## src/rtl/cdp_ocvt_pkg.sv

```systemverilog
// rtl/cdp_ocvt_pkg.sv - shared state encoding and default parameters for the CDP ocvt sequencer
package cdp_ocvt_pkg;

  localparam int LAT_DEF   = 3;
  localparam int LEN_W_DEF = 13;

  typedef enum logic [1:0] {
    IDLE  = 2'd0,
    RUN   = 2'd1,
    DRAIN = 2'd2,
    DONE  = 2'd3
  } ocvt_state_e;

endpackage

```

## src/rtl/cdp_ocvt_vld_pipe.sv

```systemverilog
// rtl/cdp_ocvt_vld_pipe.sv - LAT-deep enable-gated valid shift register
// Holds every stage, bubbles included, whenever en_i is low.
module cdp_ocvt_vld_pipe #(
  parameter int LAT = 3
) (
  input  logic           nvdla_core_clk,
  input  logic           nvdla_core_rstn,
  input  logic           en_i,
  input  logic           din_i,
  output logic [LAT-1:0] pipe_o
);

  logic [LAT-1:0] pipe_q;

  always_ff @(posedge nvdla_core_clk or negedge nvdla_core_rstn) begin
    if (!nvdla_core_rstn) begin
      pipe_q <= '0;
    end else if (en_i) begin
      pipe_q[0] <= din_i;
      for (int i = 1; i < LAT; i++) begin
        pipe_q[i] <= pipe_q[i-1];
      end
    end
  end

  assign pipe_o = pipe_q;

endmodule

```

## src/rtl/cdp_ocvt_core_seq.sv

```systemverilog
// rtl/cdp_ocvt_core_seq.sv - layer sequencer for the CDP ocvt core
// Drives the global core step enable and the rsci wait-control strobes for one layer.
module cdp_ocvt_core_seq
  import cdp_ocvt_pkg::*;
#(
  parameter int LAT   = LAT_DEF,
  parameter int LEN_W = LEN_W_DEF
) (
  input  logic             nvdla_core_clk,
  input  logic             nvdla_core_rstn,
  input  logic             cfg_op_en,
  input  logic [LEN_W-1:0] cfg_len,
  input  logic             chn_in_vd,
  input  logic             chn_out_rdy,
  output logic             core_wen,
  output logic             core_wten,
  output logic             in_iswt0,
  output logic             in_ld_core_psct,
  output logic             out_iswt0,
  output logic             out_ld_core_psct,
  output logic             busy,
  output logic             layer_done
);

  ocvt_state_e      state_q, state_d;
  logic [LEN_W-1:0] len_q;
  logic [LEN_W-1:0] in_cnt_q;
  logic [LEN_W-1:0] out_cnt_q;
  logic             core_wten_q;
  logic [LAT-1:0]   pipe;
  logic             pipe_last;
  logic             stall;
  logic             accept_in;
  logic             out_fire;
  logic             start;

  cdp_ocvt_vld_pipe #(.LAT(LAT)) u_vld_pipe (
    .nvdla_core_clk  (nvdla_core_clk),
    .nvdla_core_rstn (nvdla_core_rstn),
    .en_i            (core_wen),
    .din_i           (accept_in),
    .pipe_o          (pipe)
  );

  // One stall freezes both channels; stall never depends on core_wen.
  assign pipe_last = pipe[LAT-1];
  assign in_iswt0  = (state_q == RUN);
  assign out_iswt0 = pipe_last;
  assign stall     = (in_iswt0 & ~chn_in_vd) | (pipe_last & ~chn_out_rdy);
  assign core_wen  = ((state_q == RUN) | (state_q == DRAIN)) & ~stall;
  assign accept_in = in_iswt0 & core_wen;
  assign out_fire  = pipe_last & core_wen;
  assign start     = (state_q == IDLE) & cfg_op_en;

  assign in_ld_core_psct  = in_iswt0;
  assign out_ld_core_psct = out_iswt0;
  assign core_wten        = core_wten_q;
  assign busy             = (state_q != IDLE);
  assign layer_done       = (state_q == DONE);

  always_comb begin
    state_d = state_q;
    case (state_q)
      IDLE:    if (cfg_op_en) state_d = RUN;
      RUN:     if (accept_in && (in_cnt_q == len_q)) state_d = DRAIN;
      DRAIN:   if (out_fire && (out_cnt_q == len_q)) state_d = DONE;
      DONE:    state_d = IDLE;
      default: state_d = IDLE;
    endcase
  end

  always_ff @(posedge nvdla_core_clk or negedge nvdla_core_rstn) begin
    if (!nvdla_core_rstn) begin
      state_q     <= IDLE;
      len_q       <= '0;
      in_cnt_q    <= '0;
      out_cnt_q   <= '0;
      core_wten_q <= 1'b1;
    end else begin
      state_q     <= state_d;
      core_wten_q <= ~core_wen;
      if (start) begin
        len_q     <= cfg_len;
        in_cnt_q  <= '0;
        out_cnt_q <= '0;
      end else begin
        if (accept_in) in_cnt_q  <= in_cnt_q + LEN_W'(1);
        if (out_fire)  out_cnt_q <= out_cnt_q + LEN_W'(1);
      end
    end
  end

endmodule

```

## config.mk

```make
export PLATFORM = sky130hd
export DESIGN_NAME = cdp_ocvt_core_seq
export DESIGN_NICKNAME = d
export VERILOG_FILES = /design/src/rtl/cdp_ocvt_pkg.sv /design/src/rtl/cdp_ocvt_vld_pipe.sv /design/src/rtl/cdp_ocvt_core_seq.sv
export SDC_FILE = /design/constraint.sdc
export NUM_CORES = 1
export LEC_CHECK = 0
export ABC_AREA = 1
export ABC_CLOCK_PERIOD_IN_PS = 5300
export BUFFER_PORTS_ARGS = -buffer_cell sky130_fd_sc_hd__buf_2
export CORE_MARGIN = 4
export CORE_UTILIZATION = 50
export DETAILED_ROUTE_END_ITERATION = 12
export HOLD_SLACK_MARGIN = 0.15
export PLACE_DENSITY = 0.79
export SYNTH_ARGS = -nofsm -noshare
export SYNTH_HDL_FRONTEND = slang
export SYNTH_SLANG_ARGS = --single-unit
```

## constraint.sdc

```tcl
create_clock -name nvdla_core_clk -period 5.3 [get_ports nvdla_core_clk]
set_clock_uncertainty 0.15 [all_clocks]
set_input_delay 0.53 -clock nvdla_core_clk [delete_from_list [all_inputs] [get_ports nvdla_core_clk]]
set_output_delay 0.53 -clock nvdla_core_clk [all_outputs]
set_load 0.005 [all_outputs]
```

==> impl_metrics.tcl, run 1 <==
set metrics [dict create \
    clk_pin_slew_worst_paths_ps 90 \
    dr.pass1.iters 4 \
    start_util_pct 52.67 \
    yosys_warnings 0 \
    drv_cap 0 \
    die-area_mm2 0.006731 \
    synthSimpleGateAreaFrac_pct 34.64 \
    io_buffers 25 \
    outcome "completed" \
    slew_headroom_pct 33.15 \
    hold_class "in -> async" \
    slew_viol_final 0 \
    worstRegToRegCells 5 \
    track_usage_pct 19.47 \
    postCtsSetupRepairBufs 0 \
    netlist.area_leader.share_pct 40.16 \
    cp.arrival_ps 2280 \
    path_delay_family "buffers and inverters" \
    critPathKind "reg -> reg" \
    coreArea_mm2 0.005205 \
    ant_nets 0 \
    synth-compound-area-share_pct 9.311 \
    root_buffer "clkbuf_8" \
    synthMuxAreaShare_pct 0 \
    final_cell_mix "nand2_1 (111), inv_1 (52), dfrtp_1 (44)" \
    worstSetupStartpointType "flip-flop" \
    synth_adder_area_share_pct 3.195 \
    synth_cell_types 32 \
    drc 0 \
    critPathRequiredTime_ps 5300 \
    path_buf_inv 2 \
    synth_top_cell_by_area "dfrtp_1" \
    synth_edf_count 0 \
    netlist_area_mm2 0.002741 \
    path_common_cell "inv_1" \
    num_io_pins 26 \
    routed_wl_mm 5.810 \
    end_kind "flip-flop" \
    synth.avg_cell_area_um2 7.470 \
    ys_ff_latch 45 \
    gr-total-overflow 0 \
    gp_routability_congestion 0.8632 \
    first_global_vias 2240 \
    vias 2357 \
    synth_ff_type "dfrtp_1" \
    critPathSlowestCell "inv_1" \
    ctsResizeCount 0 \
    synthArstFlopShare_pct 100.0 \
    worst_pin_slew_ps 1003 \
    crit_cells 5 \
    finalHoldViolations 0 \
    synth.yosys.seq_area_share_pct 41.12 \
    fill_cells 492 \
    syn_inst 367 \
    fin_crit_sh_pct 43.07 \
    synth_top_family_by_area "simple AND/OR/NAND/NOR gates" \
    grt_max_degree 46 \
    die_x_um 82.05 \
    viasPerCell 5.091 \
    h-tree-depth 2 \
    row_count 26 \
    grt_pass1_wl_mm 9.942 \
    drive_gt1_share_pct 14.50 \
    setup_viol 0 \
    holdBufCountCts 0 \
    worstPathMaxFanout 29 \
    period_needed_ps 2282 \
    setup-tns-final_ps 0 \
    static-leakage-power_nw 1.561 \
    clkLatencyLatePin_ps 310 \
    dp.final_hpwl_mm 4.437 \
    peakVddDrop_uv 319.2 \
    numCtsBuffers 5 \
    clock.fmax_ghz 0.4381 \
    num_antenna_cells 0 \
    synth_xor_area_share_pct 2.875 \
    grt_antenna_before_repair 0 \
    slowest_delay_ps 700 \
    nets 417 \
    die-height_um 82.05 \
    tritoncts "done" \
    rsz0062_at_grt "no" \
    clockBufferDepth 2 \
    synth_fp_nets 392 \
    final_common_cell "nand2_1" \
    area_growth_pct 9.585 \
    total_power_mw 1.252 \
    p_per_area_mw_per_mm2 416.8 \
    wl_per_cell_um 12.55 \
    path_cells "inv_1 > ha_1 > nand2_2 > inv_1 > o21ai_0" \
    drt_iter0_markers 145 \
    clock_sinks 45 \
    synth_area_leaders "dfrtp_1 (40%), nand2_1 (15%), inv_1 (7.1%)" \
]
[metrics by stage]
step | hold WS (ps) | instances | cell area (um^2) | setup slack, ps | utilization, %
floorplan | 84.41 | 367 | 2741 | 3454 | -
global placement | 323.2 | 455 | 2917 | 3093 | 56.03
detailed placement | 354.0 | 455 | 2917 | 3005 | 56.03
CTS | 262.9 | 463 | 3004 | 2988 | 57.72
global route | 269.0 | 463 | 3004 | 2755 | 57.72
finish | 233.3 | 463 | 3004 | 3018 | 57.72
[cell families (layout without fill, tap and decap cells)]
logic type / after synthesis / after routing
compound gates: 48 / 48
xor+xnor: 9 / 9
fa+ha+maj: 7 / 7
buf+inv: 61 / 87
flops: 45 / 45
simple gates: 197 / 197
[synthesized netlist by cell type (2+ instances only)]
master    number
nand2_1      111
nand3_1       18
o21ai_1        2
nor4_1         2
ha_1           7
nand4_1        5
nand2_2        3
nand2_4        6
clkbuf_1       2
a21oi_1       12
nor2_8         2
or2_2          2
o21ai_0       29
buf_4          2
dfrtp_1       44
nor2_1        26
nor3_1        14
xor2_1         8
and3_1         2
a21oi_2        3
inv_1         52
nor2_4         3
buf_2          3
[flip-flops by register name, summed over array words and instances, names as in the netlist]
signal	flops
in_cnt_q	13
len_q	13
out_cnt_q	13
u_vld_pipe.pipe_o	3
state_q	2
core_wten	1
[power breakdown]
group          internal (mW)  leakage, nW  switching (mW)
Combinational          0.193        0.928           0.346
Sequential             0.426        0.596          0.0753
Clock                 0.0930       0.0374           0.120
Total                  0.711         1.56           0.541
[path summary, 6_finish.rpt]
check	startpoint	to	slack (ps)
worst max-delay path	state_q[1]$_DFFE_PN0P_	len_q[8]$_DFFE_PN0P_	3020
worst min-delay path	nvdla_core_rstn	out_cnt_q[6]$_DFFE_PN0P_	230
worst max register to register	state_q[1]$_DFFE_PN0P_	len_q[8]$_DFFE_PN0P_	3020
worst min register to register	u_vld_pipe.pipe_o[1]$_DFFE_PN0N_	u_vld_pipe.pipe_o[2]$_DFFE_PN0N_	370
max in group asynchronous	nvdla_core_rstn	len_q[7]$_DFFE_PN0P_	4140
min in group nvdla_core_clk	cfg_len[2]	len_q[2]$_DFFE_PN0P_	270
[cell type report]
type	instances	area (um^2)	area share, %
multi-input combinational	261	1371	45.65
sequential	45	1127	37.53
inverter	54	205.2	6.830
timing repair buffer	25	125.1	4.165
tap	70	87.58	2.915
clock buffer	6	72.57	2.416
clock inverter	2	15.01	0.4998
[layer usage]
| metal | up-vias | share of wire (%) | routed length [um] | GRT usage [%] |
|---|---|---|---|---|
| met5 | - | 0 | 0 | 0 |
| met4 | 0 | 1.9 | 113 | 7.309 |
| met3 | 10 | 6.1 | 357 | 4.386 |
| met2 | 60 | 47 | 2747 | 32.88 |
| met1 | 1081 | 45 | 2592 | 24.19 |
| li1 | 1206 | - | - | - |
No activity file was read; power rests on OpenSTA's default activity.
==> run 2, diff against run 1 <==
- ABC_CLOCK_PERIOD_IN_PS: 5300 -> 2200
- clock period: 5.3 -> 2.2 ns (I/O delays scaled with it)
==> impl_metrics.tcl, run 2 (synthesis gave the netlist of run 1 again) <==
set metrics [dict create \
    fin_crit_sh_pct 88.73 \
    routed_wl_mm 6.167 \
    path_common_cell "nand2_1" \
    path_cells "inv_1 > ha_1 > nand2_2 > nor2_8 > nand2_4 > inv_1 > nand3_1 > nand2_1 > nand2_1 > nand2_1 > nand2_1" \
    period_needed_ps 1952 \
    slowest_delay_ps 400 \
    final_cell_mix "nand2_1 (111), inv_1 (52), dfrtp_1 (44)" \
    worst_pin_slew_ps 815.1 \
    critPathRequiredTime_ps 2240 \
    finalHoldViolations 0 \
    clk_pin_slew_worst_paths_ps 80 \
    io_buffers 25 \
    post-route-util_pct 60.84 \
    static-leakage-power_nw 1.640 \
    track_usage_pct 21.18 \
    clock_sinks 45 \
    rsz0062_at_grt "no" \
    worstPathMaxFanout 8 \
    setup-tns-final_ps 0 \
    slew_viol_final 0 \
    grt_antenna_before_repair 0 \
    nets 435 \
    clockBufferDepth 2 \
    die-height_um 82.05 \
    dr.pass1.iters 4 \
    p_per_area_mw_per_mm2 973.3 \
    die_x_um 82.05 \
    gp_routability_congestion 0.8344 \
    viasPerCell 5.096 \
    hold_class "in -> reg" \
    dp.final_hpwl_mm 4.623 \
    grt_pass1_wl_mm 10.82 \
    h-tree-depth 2 \
    row_count 26 \
    critPathSlowestCell "dfrtp_1" \
    ant_nets 0 \
    reg.largest.list "in_cnt_q: 13 flops, len_q: 13 flops, out_cnt_q: 13 flops" \
    worstSetupStartpointType "flip-flop" \
    gr-total-overflow 0 \
    first_global_vias 2396 \
    numCtsBuffers 5 \
    num_io_pins 26 \
    coreArea_mm2 0.005205 \
    clock.fmax_ghz 0.5123 \
    critPathKind "reg -> reg" \
    slew_headroom_pct 45.60 \
    multi_input_area_mm2 0.001371 \
    drt_iter0_markers 200 \
    start_util_pct 52.67 \
    final_common_cell "nand2_1" \
    drive_gt1_share_pct 14.36 \
    drv_cap 0 \
    outcome "completed" \
    cp.arrival_ps 2000 \
    drc 0 \
    fill_cells 474 \
    root_buffer "clkbuf_8" \
    wl_per_cell_um 12.82 \
    grt_max_degree 46 \
    ff_latch_area_mm2 0.001127 \
    path_delay_family "simple AND/OR/NAND/NOR gates" \
    path_buf_inv 2 \
    die-area_mm2 0.006731 \
    tritoncts "done" \
    peakVddDrop_uv 873.0 \
    setup_viol 0 \
    clkLatencyLatePin_ps 300 \
    num_antenna_cells 0 \
    postCtsSetupRepairBufs 0 \
    area_growth_pct 15.52 \
    end_kind "flip-flop" \
    vias 2451 \
]
-- run 2: worst register-to-register path: stages, from the launching register on --
cell	delay [ps]
dfrtp_1	400
inv_1	100
ha_1	330
nand2_2	100
nor2_8	160
nand2_4	90
inv_1	100
nand3_1	110
nand2_1	120
nand2_1	80
nand2_1	60
nand2_1	50
-- run 2: area by class of cell --
type / count / share of cell area, %
Multi-Input combinational cell: 261 / 43.30
Sequential cell: 45 / 35.60
Timing Repair Buffer: 43 / 9.324
Inverter: 54 / 6.480
Tap cell: 70 / 2.766
Clock buffer: 8 / 2.529
-- run 2: repair_timing --
action                     in CTS  in global routing
hold endpoints to repair       57                  0
setup endpoints to repair       0                  0
gates resized for setup         0                  0
hold buffers                   14                  0
-- run 2: path summary, 6_finish.rpt --
path / start / to / slack (ps) / cells after the start
worst max-delay path: state_q[0]$_DFFE_PN0P_ / state_q[1]$_DFFE_PN0P_ / 250 / 11
worst min-delay path: chn_out_rdy / core_wten$_DFF_PN1_ / 180 / 4
worst max register to register: state_q[0]$_DFFE_PN0P_ / state_q[1]$_DFFE_PN0P_ / 250 / 11
worst min register to register: u_vld_pipe.pipe_o[1]$_DFFE_PN0N_ / u_vld_pipe.pipe_o[1]$_DFFE_PN0N_ / 360 / 2
max in group asynchronous: nvdla_core_rstn / core_wten$_DFF_PN1_ / 1140 / 3
min in group asynchronous: nvdla_core_rstn / len_q[8]$_DFFE_PN0P_ / 380 / 3
-- run 2: through the flow --
stage | setup WS (ps) | area (um^2) | hold slack (ps) | power (mW) | std cells
6_report | 248.0 | 3167 | 184.1 | 3.082 | 481
3_5_place_dp | 249.8 | 2947 | 189.3 | 2.566 | 459
3_3_place_gp | 343.8 | 2947 | 190.2 | 2.526 | 459
2_1_floorplan | 354.1 | 2741 | -225.6 | 2.200 | 367
5_1_grt | 89.30 | 3167 | 205.5 | 3.354 | 481
4_1_cts | 235.6 | 3167 | 180.3 | 3.095 | 481
-- run 2: where the power goes --
part / internal (mW) / switching [mW] / total, mW
clock: 0.226 / 0.277 / 0.503
sequential: 1.03 / 0.184 / 1.21
combinational: 0.506 / 0.864 / 1.37
total: 1.76 / 1.33 / 3.08
-- run 2: per-layer routing --
| layer | routed length [um] | track usage [%] |
|---|---|---|
| met2 | 2919 | 34.89 |
| met4 | 146 | 7.973 |
| met3 | 243 | 3.399 |
| met1 | 2858 | 27.91 |
| met5 | 0 | 0 |
==> run 3, diff against run 2 <==
- CELL_PAD_IN_SITES_DETAIL_PLACEMENT: unset -> 2
- CELL_PAD_IN_SITES_GLOBAL_PLACEMENT: unset -> 2
- CORE_UTILIZATION: 50 -> 34
- PLACE_DENSITY: 0.79 -> 0.89
==> impl_metrics.tcl, run 3 (synthesis gave the netlist of run 1 again) <==
set metrics [dict create \
    clock.fmax_ghz 0.4730 \
    gp_routability_congestion 0.8093 \
    area_growth_pct 20.95 \
    slew_headroom_pct 69.81 \
    hold_class "in -> async" \
    worstRegToRegCells 11 \
    wl_per_cell_um 18.98 \
    path_cells "inv_2 > ha_4 > nand2_2 > nor2_8 > nand2_1 > nor2_1 > nand2_1 > a21oi_2 > buf_4 > nand3_1 > nand2_1" \
    nets 442 \
    num_io_pins 26 \
    period_needed_ps 2114 \
    h-tree-depth 2 \
    critPathSlowestCell "dfrtp_1" \
    drv_cap 0 \
    drc 0 \
    first_global_vias 3079 \
    setup_viol 0 \
    reg.largest.list "in_cnt_q: 13 flops, len_q: 13 flops, out_cnt_q: 13 flops" \
    grt_antenna_before_repair 0 \
    vias 2649 \
    critPathKind "reg -> reg" \
    gr-total-overflow 0 \
    die-area_mm2 0.009564 \
    final_common_cell "nand2_1" \
    total_power_mw 3.597 \
    slowest_delay_ps 420 \
    viasPerCell 5.094 \
    row_count 32 \
    tritoncts "done" \
    routed_wl_mm 9.868 \
    clockBufferDepth 2 \
    die-height_um 97.80 \
    stdcell_count 520 \
    dr_wl_met3_um 213 \
    path_delay_family "simple AND/OR/NAND/NOR gates" \
    post-route-util_pct 42.69 \
    grt_pass1_wl_mm 16.51 \
    top_layer_used "met4" \
    numCtsBuffers 5 \
    die_x_um 97.80 \
    clk_pin_slew_worst_paths_ps 90 \
    worst_pin_slew_ps 451.2 \
    num_antenna_cells 0 \
    met1Wirelength_mm 4.246 \
    cp.arrival_ps 2210 \
    finalHoldViolations 0 \
    fin_crit_sh_pct 96.10 \
    path_common_cell "nand2_1" \
    start_util_pct 35.29 \
    final_cell_mix "nand2_1 (109), inv_1 (50), dfrtp_1 (44)" \
    critPathRequiredTime_ps 2300 \
    wl_met2_mm 5.287 \
    path_buf_inv 2 \
    slew_viol_final 0 \
    drt_iter0_markers 87 \
    ant_nets 0 \
    worstPathMaxFanout 7 \
    io_buffers 25 \
    dp.final_hpwl_mm 7.146 \
    outcome "completed" \
    end_kind "flip-flop" \
    dr.pass1.iters 4 \
    root_buffer "clkbuf_8" \
    clkLatencyLatePin_ps 300 \
    p_per_area_mw_per_mm2 1085 \
    drive_gt1_share_pct 17.70 \
    clock_sinks 45 \
    peakVddDrop_uv 713.5 \
    grt_max_degree 19 \
    static-leakage-power_nw 1.692 \
    worstSetupStartpointType "flip-flop" \
    crit_cells 11 \
    dp_cells 493 \
    track_usage_pct 21.62 \
    coreArea_mm2 0.007767 \
    holdWs_ps 225.6 \
]
[run 3: cell types whose count changed in the layout (fill, tap and decap cells not counted), moves of 2 or more]
cell      previous run  this run
buf_4                4        11
clkbuf_1             3         1
ha_1                 7         5
inv_1               52        50
inv_2                1         3
nand2_1            111       109
nand2_2              3         5
[run 3: layout make-up]
cell class	instances	area, um^2
Inverter	54	205.2
Clock inverter	1	30.03
Fill cell	945	4452
Timing Repair Buffer	50	347.8
Tap cell	102	127.6
Clock buffer	7	86.33
Multi-Input combinational cell	261	1391
Sequential cell	45	1127
[run 3: worst paths after layout]
kind / start / slack [ps] / to
worst max-delay path: state_q[0]$_DFFE_PN0P_ / 90 / state_q[0]$_DFFE_PN0P_
worst min-delay path: nvdla_core_rstn / 230 / out_cnt_q[8]$_DFFE_PN0P_
worst max register to register: state_q[0]$_DFFE_PN0P_ / 90 / state_q[0]$_DFFE_PN0P_
worst min register to register: u_vld_pipe.pipe_o[1]$_DFFE_PN0N_ / 370 / u_vld_pipe.pipe_o[2]$_DFFE_PN0N_
max in group asynchronous: nvdla_core_rstn / 1010 / core_wten$_DFF_PN1_
min in group nvdla_core_clk: chn_out_rdy / 230 / u_vld_pipe.pipe_o[2]$_DFFE_PN0N_
[run 3: through the flow]
stage | area [um^2] | worst slack [ps] | TNS (ps)
final | 3316 | 85.84 | 0
after global routing | 3316 | -66.46 | -104.0
after CTS | 3258 | 26.38 | 0
after detailed placement | 3002 | 63.77 | 0
after global placement | 3002 | 281.1 | 0
after floorplan | 2741 | 354.1 | 0
[run 3: timing repair]
| action | in CTS | in global routing |
|---|---|---|
| endpoints found under the hold margin | 57 | 0 |
| setup buffers | 0 | 5 |
| hold buffers | 14 | 0 |
| gates resized for setup | 0 | 6 |
| setup endpoints to repair | 0 | 7 |
[run 3: where the power goes]
part,total [mW],internal [mW],switching [mW],leakage (nW)
Combinational,1.69,0.623,1.06,1.04
Clock,0.676,0.371,0.305,0.0585
Sequential,1.23,1.02,0.208,0.596
[run 3: metal layers]
layer / vias to the layer above / GRT usage [%]
li1: 1251 / -
met1: 1344 / 26.93
met2: 40 / 39.27
met3: 14 / 2.929
met4: 0 / 5.644
met5: - / 0
